`src/rtl/rf_pkg.sv`:
```
// Shared constants, address helper and request types for the integer register file.
package rf_pkg;

    localparam int XLEN_DEF  = 32;
    localparam int NREGS_DEF = 32;
    localparam int NRD_DEF   = 2;

    // Smallest width able to index 'value' entries (0 for a single entry).
    function automatic int clog2(input int value);
        int res;
        res = 0;
        for (int i = 0; i < 31; i++) begin
            if ((1 << i) < value) begin
                res = i + 1;
            end
        end
        return res;
    endfunction

    localparam int AW_DEF = clog2(NREGS_DEF);

    typedef logic [AW_DEF-1:0] rf_addr_t;

    typedef struct packed {
        rf_addr_t addr;
        logic     busy;
    } rd_req_t;

endpackage

```
`src/rtl/rf_scoreboard.sv`:
```
// Pending-write scoreboard: busy bits with flush > issue > writeback priority
// and a registered count of busy registers.
module rf_scoreboard
    import rf_pkg::*;
#(
    parameter int NREGS   = NREGS_DEF,
    parameter int R0_ZERO = 1,
    localparam int AW     = clog2(NREGS)
) (
    input  logic             clk,
    input  logic             rst_n,
    input  logic             issue_en,
    input  logic [AW-1:0]    issue_rd,
    input  logic             rf_en,
    input  logic [AW-1:0]    rd,
    input  logic             flush,
    output logic [NREGS-1:0] busy,
    output logic [AW:0]      busy_cnt
);

    logic [NREGS-1:0] set_vec;
    logic [NREGS-1:0] clr_vec;
    logic [NREGS-1:0] busy_nxt;
    logic             inc;
    logic             dec;

    // A set of the same register as a clear wins, so the newest producer keeps it busy.
    always_comb begin
        set_vec = '0;
        clr_vec = '0;
        if (issue_en) begin
            set_vec[issue_rd] = 1'b1;
        end
        if (R0_ZERO != 0) begin
            set_vec[0] = 1'b0;
        end
        if (rf_en) begin
            clr_vec[rd] = 1'b1;
        end
        busy_nxt = (busy & ~clr_vec) | set_vec;
        inc      = |(set_vec & ~busy);
        dec      = |(clr_vec & busy & ~set_vec);
    end

    always_ff @(posedge clk or negedge rst_n) begin
        if (!rst_n) begin
            busy     <= '0;
            busy_cnt <= '0;
        end else if (flush) begin
            busy     <= '0;
            busy_cnt <= '0;
        end else begin
            busy     <= busy_nxt;
            busy_cnt <= busy_cnt + (AW+1)'(inc) - (AW+1)'(dec);
        end
    end

endmodule

```
`src/rtl/regfile_sb.sv`:
```
// Integer register file with NRD combinational read ports, write-first bypass and
// an integrated busy scoreboard. Define RF_PARITY_EN to add per-register even parity.
module regfile_sb
    import rf_pkg::*;
#(
    parameter int XLEN    = XLEN_DEF,
    parameter int NREGS   = NREGS_DEF,
    parameter int NRD     = NRD_DEF,
    parameter int R0_ZERO = 1,
    localparam int AW     = clog2(NREGS)
) (
    input  logic                clk,
    input  logic                rst_n,
    input  logic [NRD*AW-1:0]   rs_addr,
    output logic [NRD*XLEN-1:0] rd_data,
    output logic [NRD-1:0]      rs_busy,
    input  logic                rf_en,
    input  logic [AW-1:0]       rd,
    input  logic [XLEN-1:0]     write_data,
    input  logic                issue_en,
    input  logic [AW-1:0]       issue_rd,
    input  logic                flush,
    output logic [AW:0]         busy_cnt
`ifdef RF_PARITY_EN
    ,
    output logic [NRD-1:0]      parity_err
`endif
);

    logic [XLEN-1:0]  mem [NREGS];
    logic [NREGS-1:0] busy_vec;
    logic             wr_ok;

    assign wr_ok = rf_en && !((R0_ZERO != 0) && (rd == '0));

    always_ff @(posedge clk or negedge rst_n) begin
        if (!rst_n) begin
            for (int i = 0; i < NREGS; i++) begin
                mem[i] <= '0;
            end
        end else if (wr_ok) begin
            mem[rd] <= write_data;
        end
    end

`ifdef RF_PARITY_EN
    logic [NREGS-1:0] mem_par;

    always_ff @(posedge clk or negedge rst_n) begin
        if (!rst_n) begin
            mem_par <= '0;
        end else if (wr_ok) begin
            mem_par[rd] <= ^write_data;
        end
    end
`endif

    rf_scoreboard #(
        .NREGS   (NREGS),
        .R0_ZERO (R0_ZERO)
    ) u_sb (
        .clk      (clk),
        .rst_n    (rst_n),
        .issue_en (issue_en),
        .issue_rd (issue_rd),
        .rf_en    (rf_en),
        .rd       (rd),
        .flush    (flush),
        .busy     (busy_vec),
        .busy_cnt (busy_cnt)
    );

    // A port reading the register being written sees the new value and is no longer busy.
    for (genvar k = 0; k < NRD; k++) begin : g_rd
        logic [AW-1:0] rs;
        logic          is_r0;
        logic          byp;

        assign rs    = rs_addr[k*AW +: AW];
        assign is_r0 = (R0_ZERO != 0) && (rs == '0);
        assign byp   = rf_en && (rd == rs);

        assign rd_data[k*XLEN +: XLEN] = is_r0 ? '0 : (byp ? write_data : mem[rs]);
        assign rs_busy[k]              = !is_r0 && !byp && busy_vec[rs];
`ifdef RF_PARITY_EN
        assign parity_err[k] = !is_r0 && !byp && (mem_par[rs] ^ (^mem[rs]));
`endif
    end

endmodule

```
`config.mk`:
```
export PLATFORM = sky130hd
export DESIGN_NAME = regfile_sb
export DESIGN_NICKNAME = d
export VERILOG_FILES = /design/src/rtl/rf_pkg.sv /design/src/rtl/rf_scoreboard.sv /design/src/rtl/regfile_sb.sv
export SDC_FILE = /design/constraint.sdc
export NUM_CORES = 2
export LEC_CHECK = 0
export CORE_MARGIN = 1.5
export CORE_UTILIZATION = 57
export DETAILED_ROUTE_END_ITERATION = 8
export GPL_ROUTABILITY_DRIVEN = 0
export MAX_ROUTING_LAYER = met4
export PLACE_DENSITY = 0.88
export SLEW_MARGIN = 20
export SYNTH_ARGS = -nofsm -noshare
export SYNTH_HDL_FRONTEND = slang
export SYNTH_HIERARCHICAL = 1
export SYNTH_SLANG_ARGS = --single-unit
```
`constraint.sdc`:
```
create_clock -name clk -period 2.8 [get_ports clk]
set_clock_uncertainty 0.15 [all_clocks]
set_input_delay 0.56 -clock clk [delete_from_list [all_inputs] [get_ports clk]]
set_output_delay 0.56 -clock clk [all_outputs]
set_load 0.05 [all_outputs]
```
==> run metrics, run 1 <==
status=aborted with a tool error; Stop stage=5_1_grt; tool error message=[ERROR GRT-0232] Routing congestion too high. Check the congestion heatmap in the GUI.; Num Clock Sinks=about 1100; global-route usage over all layers=64.9%; row count=117; Max Buffers Root-to-Sink=3; Synth Area per Inst=13.9 um^2; IO Count=129; simple-gate share of the synthesized area=4.13%; CTS buffer count=108; CTS root buf=clkbuf_16; Starting Density=57.4%; asr flop ratio synth=100%; Synth area leaders=dfrtp_1, mux2_2, mux4_2; area of placed instances=0.0673 mm^2; dominant synthesized flop cell=dfrtp_1; largest net degree at the start of global routing=between 100 and 150; GRT worst endpoint=rs_busy[1]; #FFs+latches synth=1062; post-synthesis xor/xnor area fraction=0.210%; EDFF count, synth=0; Yosys top cell area share=45.5%; net count after synthesis=4259; gr ovfl total=20; die width=323 um; combinational family with the most area after synthesis=multiplexers; mux cell area share after synthesis=a little over 40%; Gate Count Post-Synth=4195; Compound-Gate Fraction of Synth Area=~5.9%; DP HPWL=139 mm; Worst EP Category=primary output; Yosys cell types=74; htree depth=3; port bufs=around 130; cell taking the most area after synthesis=dfrtp_1; DIE HEIGHT=323 um; total of warnings raised by yosys=6; Mapped Area=0.0584 mm^2; register area share after synthesis=45.5%; Adder-Cell Fraction of Synth Area=0.163%
[kinds of logic after synthesis]
group | count (synthesis)
muxes | 1662
DFF | 1062
AOI/OAI and AO/OA | 486
xor gates and xnor gates | 14
adders and majority gates | 7
and+or+nand+nor | 478
buffers and inverters | 486
[routing by layer]
metal,overflow,GRT usage (%)
met2,8,76.0
met5,-,-
met1,0,62.1
met3,1,55.6
met4,11,62.8
[cells in the mapped netlist (22+ instances only)]
cell          n
a221o_1      32
nor3_1       54
nor2b_1      49
a221oi_1     50
nand2_1     125
buf_1        43
o22ai_1      44
nor2_1      118
dfrtp_1    1062
buf_2        88
a21oi_1      90
buf_4        47
a22oi_1      42
clkbuf_1    281
o21ai_0      61
mux2i_1     199
mux4_2      449
a211oi_1     77
a211o_1      25
mux2_2     1006
o2111ai_1    22
[metrics by stage]
stage	worst slack, ps	cells	util [%]
floorplan	-618	4195	-
global placement	-1360	5862	66.2
detailed placement	-1420	5862	66.2
CTS	-742	6207	73.2
[timing repair]
item                       in CTS
setup buffers                 133
pin swaps                     158
cloned                         17
setup endpoints to repair      72
gates resized for setup       481
hold buffers                    1
hold endpoints to repair       97
==> run 2: changes to the inputs <==
--- a/config.mk
+++ b/config.mk
@@ -6,11 +6,10 @@
 export NUM_CORES = 2
 export LEC_CHECK = 0
 export CORE_MARGIN = 1.5
-export CORE_UTILIZATION = 57
+export CORE_UTILIZATION = 40
 export DETAILED_ROUTE_END_ITERATION = 8
 export GPL_ROUTABILITY_DRIVEN = 0
-export MAX_ROUTING_LAYER = met4
-export PLACE_DENSITY = 0.88
+export PLACE_DENSITY_LB_ADDON = 0.15
 export SLEW_MARGIN = 20
 export SYNTH_ARGS = -nofsm -noshare
 export SYNTH_HDL_FRONTEND = slang
==> constraint.sdc (replaced) <==
create_clock -name clk -period 3.6 [get_ports clk]
set_clock_uncertainty 0.15 [all_clocks]
set_input_delay 0.72 -clock clk [delete_from_list [all_inputs] [get_ports clk]]
set_output_delay 0.72 -clock clk [all_outputs]
set_load 0.05 [all_outputs]
==> run 2 against run 1 <==
  * The flow now finishes, with violations (negative setup slack)
  * Synthesized cell count is the same
  * Synthesized area is the same
==> run metrics, run 2 <==
Top Registers=mem x1024, u_sb/busy x32, u_sb/busy_cnt x6; final critical-path share of the clock period=107%; antenna violations before repair=5; htree depth=3 (unchanged); layout cells sized above 1=59.3%; register area share after synthesis=45.5% (unchanged); Tot Pwr=38.1 mW; worst hold start=mem[999]; commonest non-fill, non-tap cells in the layout=dfrtp_1, mux2_2, buf_4; cell taking the most area after synthesis=dfrtp_1; CTS tree=done; Clock Pin Slew Worst Setup and Hold Paths=~60 ps; number of global-route vias before repair=43000; most frequent cells after synthesis=dfrtp_1, mux2_2, mux4_2; RSZ-0062 raised after global routing=true; vias post-DR=43000; Critical Path Start=rs_addr[5]; count leader, synth=dfrtp_1; GRT met2 Usage=47.6%; Critical Path AT=2970 ps; Mapped Area=0.0584 mm^2 (unchanged); net count after synthesis=4259 (unchanged); HP Class=reg2reg; gr ovfl total=0; Core Box Area=~0.15 mm^2; Yosys top cell area share=45.5% (unchanged); router iterations before antenna repair=6; Final Hold Viols=0; post-synthesis xor/xnor area fraction=0.210% (unchanged); Worst-Skew Late Latency=740 ps; Multi-input gate area=0.0316 mm^2; Max Buffers Root-to-Sink=3 (unchanged); simple-gate share of the synthesized area=4.13% (unchanged); Routed Antenna Nets=0; Gate Count Post-Synth=4195 (unchanged); met1 usage=43.6%; global-route usage over all layers=30.7%; max-slew violation count=0; Num Clock Sinks=1062 (unchanged); #FFs+latches synth=1062 (unchanged); Synth area leaders=dfrtp_1, mux2_2, mux4_2; Critical Path End Type=primary output; EDFF count, synth=0 (unchanged); CTS root buf=clkbuf_16; largest net degree at the start of global routing=120; number of flip-flops in the largest register=around 1000; Fillers=between 10000 and 15000; asr flop ratio synth=100% (unchanged); status=complete, but fails checks; Adder-Cell Fraction of Synth Area=0.163% (unchanged); area of placed instances=0.0670 mm^2 (-0.58%); Fmax achieved=0.261 GHz; fin area=0.0756 mm^2; Yosys cell types=74 (unchanged); Starting Density=40.2% (-17 points); Iteration-0 DRC Markers=4367; Final WS setup=-239 ps; combinational family with the most area after synthesis=multiplexers; Max VDD drop=between 400 and 500 uV; IO Count=129 (unchanged); Setup violations, final=39; Die Area=0.148 mm^2; DIE HEIGHT=385 um (+19%); DP HPWL=146 mm (+4.8%); port bufs=128 (unchanged); slew at the pin closest to its max-slew limit=approximately 900 ps; drc violations=0; Static Leak=32.6 nW; Fin Setup TNS=-4260 ps; mean number of vias per cell=6.34; area delta synth->final=29.5%; busiest layer in global routing=met2; met3 GRT Util=5.12%; failing checks=negative setup slack; max capacitance violation total=0; die width=385 um (+19%); first-pass GRT wire length=326 mm; mux cell area share after synthesis=40.3% (unchanged); pwr/cell area=504 mW/mm^2; Synth Area per Inst=13.9 um^2 (unchanged); Slew headroom=39.7%; Worst R2R Start=u_sb/busy[7]; worst path required time=2730 ps; Avg WL per Cell=~34 um; Compound-Gate Fraction of Synth Area=5.92% (unchanged); Biggest register=mem; most common cell after layout, fill and taps aside=dfrtp_1; final wirelength=between 200 and 250 mm; row count=140 (+20%); CTS buffer count=117 (+8.3%); total of warnings raised by yosys=6 (unchanged); Startpoint Class=input pin; Final Net Count=4834; CP max FO=6; final core occ=roughly 52%; dominant synthesized flop cell=dfrtp_1; register area=0.0266 mm^2; minimum clock period=3840 ps; Crit Path Category=in2out
==> run 2: timing repair <==
action,in CTS,in global routing
cloned,23,8
hold buffers,1,0
setup buffers,104,71
pin swaps,94,139
endpoints found under the setup margin,66,69
gates resized for setup,399,277
endpoints found under the hold margin,25,0
==> run 2: metal layers <==
layer / vias to the layer above / part of all wire (%)
li1: 17400 / -
met1: 23300 / 43
met2: 1869 / 46
met3: 458 / 7.1
met4: 0 / 4.3
met5: - / 0
==> run 2: path summary, 6_finish.rpt <==
kind	to	slack, ps	cells past startpoint
max in group asynchronous	mem[179]	1830	4
worst min register to register	mem[999]	240	0
worst min-delay path	mem[999]	240	0
worst max register to register	u_sb/busy_cnt[4]	470	16
worst max-delay path	rd_data[62]	-240	11
min in group asynchronous	mem[225]	380	2
==> run 2: area by class of cell <==
cell class | instances | share of cell area, %
inverter | 13 | 0.0678
sequential | 1062 | 35.2
tap | 1917 | 3.17
multi-input combinational | 2647 | 41.8
antenna | 3 | 0.00993
timing repair buffer | 929 | 14.7
clock inverter | 39 | 0.650
clock buffer | 172 | 4.44
==> run 2: report_power, final <==
group	switching (mW)	internal [mW]	total, mW
logic	4.41	5.59	10.0
clock network	5.23	7.12	12.4
registers	1.60	14.2	15.8
total	11.2	26.9	38.1
==> run 2: stage by stage <==
stage	hold WS (ps)	setup WS, ps	std cells
6_report	243	-239	6782
4_1_cts	247	-237	6722
3_3_place_gp	227	-845	6394
5_1_grt	255	-238	6780
3_5_place_dp	232	-746	6394
2_1_floorplan	274	-119	4195
==> run 2: critical path, cell delays in order <==
cell and delay (ps):
buf_16 140, buf_16 170, buf_16 180, buf_16 150
buf_6 110, mux4_2 500, a22oi_2 130, nand2_1 80
a221o_1 430, buf_12 170, buf_12 140
==> run 2: cells by family after synthesis <==
logic type	Yosys count
flip-flops	1062
XOR/XNOR	14
multiplexers	1662
AO/OA/AOI/OAI	486
AND/OR/NAND/NOR	478
buffers and inverters	486
adder cells (fa/ha/maj)	7
No activity file was read; power rests on OpenSTA's default activity.
